<file path="src/rtl/coherence_mem_responder.sv">
// Memory-side last-resort line supplier on the coherence request/response buses.
// Optional feature: define COH_MEM_SNOOP_CANCEL_EN to cancel a queued read when a cache supplies the line.
package coherence_pkg;

  typedef enum logic [1:0] {
    REQ_READ      = 2'd0,
    REQ_UPGRADE   = 2'd1,
    REQ_WRITEBACK = 2'd2,
    REQ_EVICT     = 2'd3
  } req_kind_t;

  typedef struct packed {
    logic        valid;
    logic [31:0] addr;
    logic [3:0]  src;
    req_kind_t   kind;
  } req_msg_t;

  typedef struct packed {
    logic         valid;
    logic [31:0]  addr;
    logic [255:0] data;
    logic [3:0]   dst;
    logic [3:0]   src;
  } resp_msg_t;

endpackage

module coherence_mem_responder
  import coherence_pkg::*;
#(
  parameter int ID        = 15,
  parameter int QDEPTH    = 4,
  parameter int SNOOP_WIN = 2
) (
  input  logic         clk,
  input  logic         rst,
  input  req_msg_t     req_bus_msg,
  input  resp_msg_t    resp_bus_msg,
  output resp_msg_t    resp_bus_tx,
  output logic         resp_bus_req,
  input  logic         resp_bus_gnt,
  output logic         resp_bus_busy,
  output logic         req_bus_busy,
  output logic [31:0]  mem_addr,
  output logic         mem_read,
  input  logic [255:0] mem_rdata,
  input  logic         mem_resp
);

  localparam int PW = $clog2(QDEPTH);
  localparam int CW = PW + 1;
  localparam int SW = $clog2(SNOOP_WIN + 1);

  typedef enum logic [2:0] {
    S_IDLE  = 3'd0,
    S_SNOOP = 3'd1,
    S_MEM   = 3'd2,
    S_ARB   = 3'd3,
    S_SEND  = 3'd4
  } state_t;

  logic [26:0]   q_addr_r [QDEPTH];
  logic [3:0]    q_src_r  [QDEPTH];
  logic [PW-1:0] wr_ptr_r;
  logic [PW-1:0] rd_ptr_r;
  logic [CW-1:0] count_r;
  logic [CW-1:0] count_next_s;
  logic          overflow_r;
  logic          push_s;
  logic          pop_s;
  logic          full_s;
  logic          wr_en_s;
  logic [26:0]   head_addr_s;
  logic [3:0]    head_src_s;

  state_t        state_r;
  state_t        state_next_s;
  logic [SW-1:0] snoop_cnt_r;
  logic [SW-1:0] snoop_cnt_next_s;
  logic          cancel_s;
  logic          line_load_s;
  logic [255:0]  line_r;
  logic          unused_s;

  assign push_s      = req_bus_msg.valid && (req_bus_msg.kind == REQ_READ);
  assign full_s      = (count_r == CW'(QDEPTH));
  // When full, a push only lands if the head leaves in the same cycle.
  assign wr_en_s     = push_s && (!full_s || pop_s);
  assign head_addr_s = q_addr_r[rd_ptr_r];
  assign head_src_s  = q_src_r[rd_ptr_r];
  assign unused_s    = ^{req_bus_msg.addr[4:0], resp_bus_msg};

`ifdef COH_MEM_SNOOP_CANCEL_EN
  assign cancel_s = (state_r == S_SNOOP) && resp_bus_msg.valid &&
                    (resp_bus_msg.addr[31:5] == head_addr_s);
`else
  assign cancel_s = 1'b0;
`endif

  // Occupancy after this cycle's push/pop.
  always_comb begin
    count_next_s = count_r;
    if (wr_en_s && !pop_s) begin
      count_next_s = count_r + CW'(1);
    end else if (pop_s && !wr_en_s) begin
      count_next_s = count_r - CW'(1);
    end else begin
      count_next_s = count_r;
    end
  end

  // Request queue storage, pointers and sticky overflow.
  always_ff @(posedge clk) begin
    if (rst) begin
      wr_ptr_r   <= '0;
      rd_ptr_r   <= '0;
      count_r    <= '0;
      overflow_r <= 1'b0;
    end else begin
      if (wr_en_s) begin
        q_addr_r[wr_ptr_r] <= req_bus_msg.addr[31:5];
        q_src_r[wr_ptr_r]  <= req_bus_msg.src;
        wr_ptr_r           <= wr_ptr_r + PW'(1);
      end
      if (pop_s) begin
        rd_ptr_r <= rd_ptr_r + PW'(1);
      end
      count_r <= count_next_s;
      if (push_s && full_s && !pop_s) begin
        overflow_r <= 1'b1;
      end
    end
  end

  // Next-state logic; IDLE also reacts to a same-cycle push so SNOOP starts the cycle after capture.
  always_comb begin
    state_next_s     = state_r;
    snoop_cnt_next_s = snoop_cnt_r;
    pop_s            = 1'b0;
    line_load_s      = 1'b0;
    case (state_r)
      S_IDLE: begin
        if ((count_r != CW'(0)) || push_s) begin
          state_next_s     = S_SNOOP;
          snoop_cnt_next_s = SW'(SNOOP_WIN);
        end else begin
          state_next_s = S_IDLE;
        end
      end
      S_SNOOP: begin
        if (cancel_s) begin
          pop_s        = 1'b1;
          state_next_s = S_IDLE;
        end else if (snoop_cnt_r <= SW'(1)) begin
          snoop_cnt_next_s = '0;
          state_next_s     = S_MEM;
        end else begin
          snoop_cnt_next_s = snoop_cnt_r - SW'(1);
        end
      end
      S_MEM: begin
        if (mem_resp) begin
          line_load_s  = 1'b1;
          state_next_s = S_ARB;
        end else begin
          state_next_s = S_MEM;
        end
      end
      S_ARB: begin
        if (resp_bus_gnt) begin
          state_next_s = S_SEND;
        end else begin
          state_next_s = S_ARB;
        end
      end
      S_SEND: begin
        pop_s        = 1'b1;
        state_next_s = S_IDLE;
      end
      default: begin
        state_next_s = S_IDLE;
      end
    endcase
  end

  // State, snoop counter and line buffer.
  always_ff @(posedge clk) begin
    if (rst) begin
      state_r     <= S_IDLE;
      snoop_cnt_r <= '0;
      line_r      <= '0;
    end else begin
      state_r     <= state_next_s;
      snoop_cnt_r <= snoop_cnt_next_s;
      if (line_load_s) begin
        line_r <= mem_rdata;
      end
    end
  end

  // Outputs are registered from the next state so they line up with the state they describe.
  always_ff @(posedge clk) begin
    if (rst) begin
      mem_read      <= 1'b0;
      mem_addr      <= 32'h0000_0000;
      resp_bus_req  <= 1'b0;
      resp_bus_busy <= 1'b0;
      req_bus_busy  <= 1'b0;
      resp_bus_tx   <= '0;
    end else begin
      mem_read      <= (state_next_s == S_MEM);
      mem_addr      <= (state_next_s == S_MEM) ? {head_addr_s, 5'b00000} : 32'h0000_0000;
      resp_bus_req  <= (state_next_s == S_ARB);
      resp_bus_busy <= (state_next_s == S_SEND);
      req_bus_busy  <= (count_next_s >= CW'(QDEPTH - 1));
      if (state_next_s == S_SEND) begin
        resp_bus_tx <= '{valid: 1'b1, addr: {head_addr_s, 5'b00000}, data: line_r,
                         dst: head_src_s, src: 4'(ID)};
      end else begin
        resp_bus_tx <= '0;
      end
    end
  end

  coherence_mem_responder_chk u_chk (
    .clk      (clk),
    .rst      (rst),
    .overflow (overflow_r)
  );

endmodule

// Simulation-only checks for coherence_mem_responder.
module coherence_mem_responder_chk (
  input logic clk,
  input logic rst,
  input logic overflow
);

  // A dropped request means a sender ignored the request-bus stall.
  no_overflow_a: assert property (@(posedge clk) disable iff (rst) !overflow);

endmodule

</file>
<file path="config.mk">
export PLATFORM = sky130hd
export DESIGN_NAME = coherence_mem_responder
export DESIGN_NICKNAME = d
export VERILOG_FILES = /design/src/rtl/coherence_mem_responder.sv
export SDC_FILE = /design/constraint.sdc
export NUM_CORES = 1
export LEC_CHECK = 0
export CAP_MARGIN = 40
export CORE_AREA = 4 4 361 363
export CTS_CLUSTER_SIZE = 25
export DETAILED_ROUTE_END_ITERATION = 10
export DIE_AREA = 0 0 365 367
export SYNTH_ARGS = -nofsm -noshare
export SYNTH_HDL_FRONTEND = slang
export SYNTH_HIERARCHICAL = 1
export SYNTH_SLANG_ARGS = --single-unit
</file>
<file path="constraint.sdc">
create_clock -name clk -period 5.1 [get_ports clk]
set_input_delay 0.51 -clock clk [delete_from_list [all_inputs] [get_ports clk]]
set_output_delay 0.51 -clock clk [all_outputs]
set_load 0.1 [all_outputs]
</file>
==> qor.csv <==
stage,metric,value,unit
sta,PnR worst setup slack,2580,ps
sta,# setup viols final,0,
place,Routability Congestion,0.760,
sta,period utilization,49.5,%
clocking,clk buf depth,3,
route,final antenna-violating net count,0,
pwr,PwrDens,311,nW/um2
synth,Avg Inst Size Synth,11.0,um2
route,vias,17800,
route,drt wl/cell,16.7,um
pwr,Final Power,12.5,mW
synth,Synth cell types,45,
worst_setup_path,max incr delay on CP,550,ps
synth,"EDFF count, synth",124,
sta,Peak Freq,396,MHz
floorplan,die footprint,134000,um2
global_routing,vias in the first global route,18500,
floorplan,Core Area,127000,um2
final_layout,ratio of cells with drive above 1 in the final layout,17.4,%
synth,Yosys reg bits,712,
pwr,switching part of the total,23.9,%
global_routing,first-pass GRT wire length,115000,um
sta,Slew @ Worst Pin,1400,ps
worst_setup_path,R2R cell count,5,
sta,post-route setup TNS,0,ps
sta,max-slew violations,0,
worst_setup_path,Worst setup startpoint,state_r[1],
worst_setup_path,Worst R2R End,q_addr_r[2][8],
worst_setup_path,ordered list of cells on the worst path,nor3b_1 > o21ai_1 > nor2_1 > and2_1 > buf_4,
hold_path,Hold Crit Class,input pin to flop,
synth,synth top area cells,"dfxtp_1, edfxtp_1, and2_1",
pwr,leak pwr,14.5,nW
clocking,CTS tree,built,
clocking,TritonCTS Buffers,84,
sta,Rel. slew slack,6.60,%
sta,Tmin final,2520,ps
route,DRT Pass-1 Iters,5,
floorplan,DIE WIDTH,365,um
final_layout,"leading cell type in the layout, fill and taps excluded",clkdlybuf4s50_1,
sta,count of final hold-check violations,0,
status,outcome,finished clean,
worst_setup_path,critical-path maximum fanout,12,
synth,Yosys warning total,6,
worst_setup_path,critical path type,flop to flop,
floorplan,starting density of the core,17.8,%
worst_setup_path,CP Launch Type,flop,
route,DRC errors left,0,
global_routing,initial antenna violation count,25,
route,Via density,3.78,
worst_setup_path,r2r startpoint,state_r[1],
global_routing,Total GRT Usage,11.4,%
synth,synthesized instance count,2049,
worst_setup_path,flop-to-flop setup slack,2580,ps
sta,RSZ-0062 raised after global routing,no,
synth,"Seq/Total Area, Yosys",68.5,%
floorplan,# IOs,929,
worst_setup_path,"Arr. time, crit path",2890,ps
synth,top cell type by total area after synthesis,dfxtp_1,
route,1st-iter DRT viols,1014,
place,dpl ws,1930,ps
floorplan,die height,367,um
final_layout,Area Overhead vs Synth,77.9,%
clocking,clock tree sinks,712,
clocking,post-cts sizing count,0,
clocking,H-tree Lvls,3,
pwr,Combinational Power Share,6.4,%
floorplan,Rows,131,
pwr,switching pwr,2.99,mW
synth,Synth top area share,52.0,%
place,IO Port Bufs,616,
pwr,Max VDD drop,0.000215,V
synth,ys flop type,dfxtp_1,
clocking,"CTS clk-pin slew, worst paths",70,ps
clocking,Post-CTS Setup Inserts,0,
sta,Final Skew,35.6,ps
final_layout,most frequent cells in the layout,"clkdlybuf4s50_1, dfxtp_1, nand2_1",
global_routing,largest net degree at the start of global routing,195,
worst_setup_path,CP max-delay cell,nor3b_1,
worst_setup_path,CP Capture Type,flop,
final_layout,final net count,3557,
global_routing,grt ovf,0,
pwr,part of the power in registers,46.9,%
place,dpl hpwl,53600,um
pwr,Int Pwr,9.51,mW
route,final WL,78400,um
pwr,Clock power frac,46.8,%
synth,asr flop ratio synth,0,%
worst_setup_path,Worst EP required,5470,ps
clocking,hold_buf cts,0,
worst_setup_path,Critical Path Sink,q_addr_r[2][8],
clocking,Clock Tree Root,clkbuf_16,
synth,Mapped Area,22600,um2
clocking,clk_lat worst skew,680,ps
flow_run,# Max-Cap Violations,0,
-- worst max-delay path, delay by kind of cell (launching register included) --
family          cells  cell delay (ps)
simple gates        3             1230
buf+inv             1              280
compound gates      1              270
flops               1              440
-- power by group through the flow --
stage | sequential (mW) | combinational (mW) | clock [mW]
finish | 5.86 | 0.797 | 5.85
global route | 5.87 | 0.854 | 6.29
CTS | 5.86 | 0.811 | 6.08
detailed placement | 5.98 | 0.804 | 0
global placement | 5.98 | 0.726 | 0
floorplan | 6.07 | 0.278 | 0
-- synthesized netlist by cell type (2+ instances only) --
cell type  instances
buf_6              3
clkbuf_1          59
edfxtp_1         124
a21oi_1          260
o21ai_1            2
inv_1              6
nor2_1            13
buf_1              5
dfxtp_1          588
buf_2             37
nand2_1          519
mux4_2            31
clkbuf_2          23
buf_4             17
nor2b_1            2
ha_1               7
xnor2_1            3
and2_1           318
nand2b_1           3
mux2i_1            2
nor3_1             3
-- per-layer routing --
| metal | vias to the layer above | global-route usage, % | wire, um |
|---|---|---|---|
| met2 | 672 | 18.5 | 36700 |
| li1 | 8468 | - | - |
| met1 | 8463 | 13.2 | 31900 |
| met4 | 12 | 5.70 | 3080 |
| met5 | - | 0 | 68 |
| met3 | 162 | 4.04 | 6620 |
-- cell families after synthesis --
logic type               Yosys count  share of synthesized area, %
AO/OA/AOI/OAI                    272                          6.20
XOR/XNOR                           4                         0.155
adder cells (fa/ha/maj)            7                         0.387
buffers and inverters            150                          3.20
flip-flops                       712                          68.5
multiplexers                      33                          3.17
other                              1                        0.0166
AND/OR/NAND/NOR                  870                          18.4
-- final cells by class --
cell class	count	area, um2
Antenna cell	19	47.5
Clock buffer	112	2310
Clock inverter	43	389
Fill cell	12300	86800
Inverter	6	22.5
Multi-Input combinational cell	1196	6460
Sequential cell	712	15500
Tap cell	1662	2080
Timing Repair Buffer	954	13400
-- state kept, by name (all words and copies together), names as in the netlist, named ones only --
| register | count |
|---|---|
| count_r | 3 |
| line_r | 256 |
| mem_addr | 27 |
| mem_read | 1 |
| q_addr_r | 108 |
| q_src_r | 16 |
| rd_ptr_r | 2 |
| req_bus_busy | 1 |
| resp_bus_req | 1 |
| resp_bus_tx | 288 |
| snoop_cnt_r | 2 |
| state_r | 3 |
| wr_ptr_r | 2 |
-- stage by stage --
step,area (um2),util (%),std cells,hold WS [ps]
floorplan,22700,-,2058,430
global placement,30400,23.9,4211,433
detailed placement,37500,29.5,4530,437
CTS,40200,31.6,4685,225
global route,40200,31.7,4693,278
finish,40200,31.7,4704,287
-- worst min path at each step --
stage / start / end / slack (ps) / cells past startpoint
after CTS: rst / line_r[25] / 230 / 2
after global placement: line_r[53] / resp_bus_tx[61] / 430 / 1
final: rst / line_r[25] / 290 / 2
after global routing: rst / line_r[25] / 280 / 2
after detailed placement: line_r[114] / resp_bus_tx[122] / 440 / 1
after floorplan: line_r[92] / resp_bus_tx[100] / 430 / 1
(Power assumes the default switching activity.)
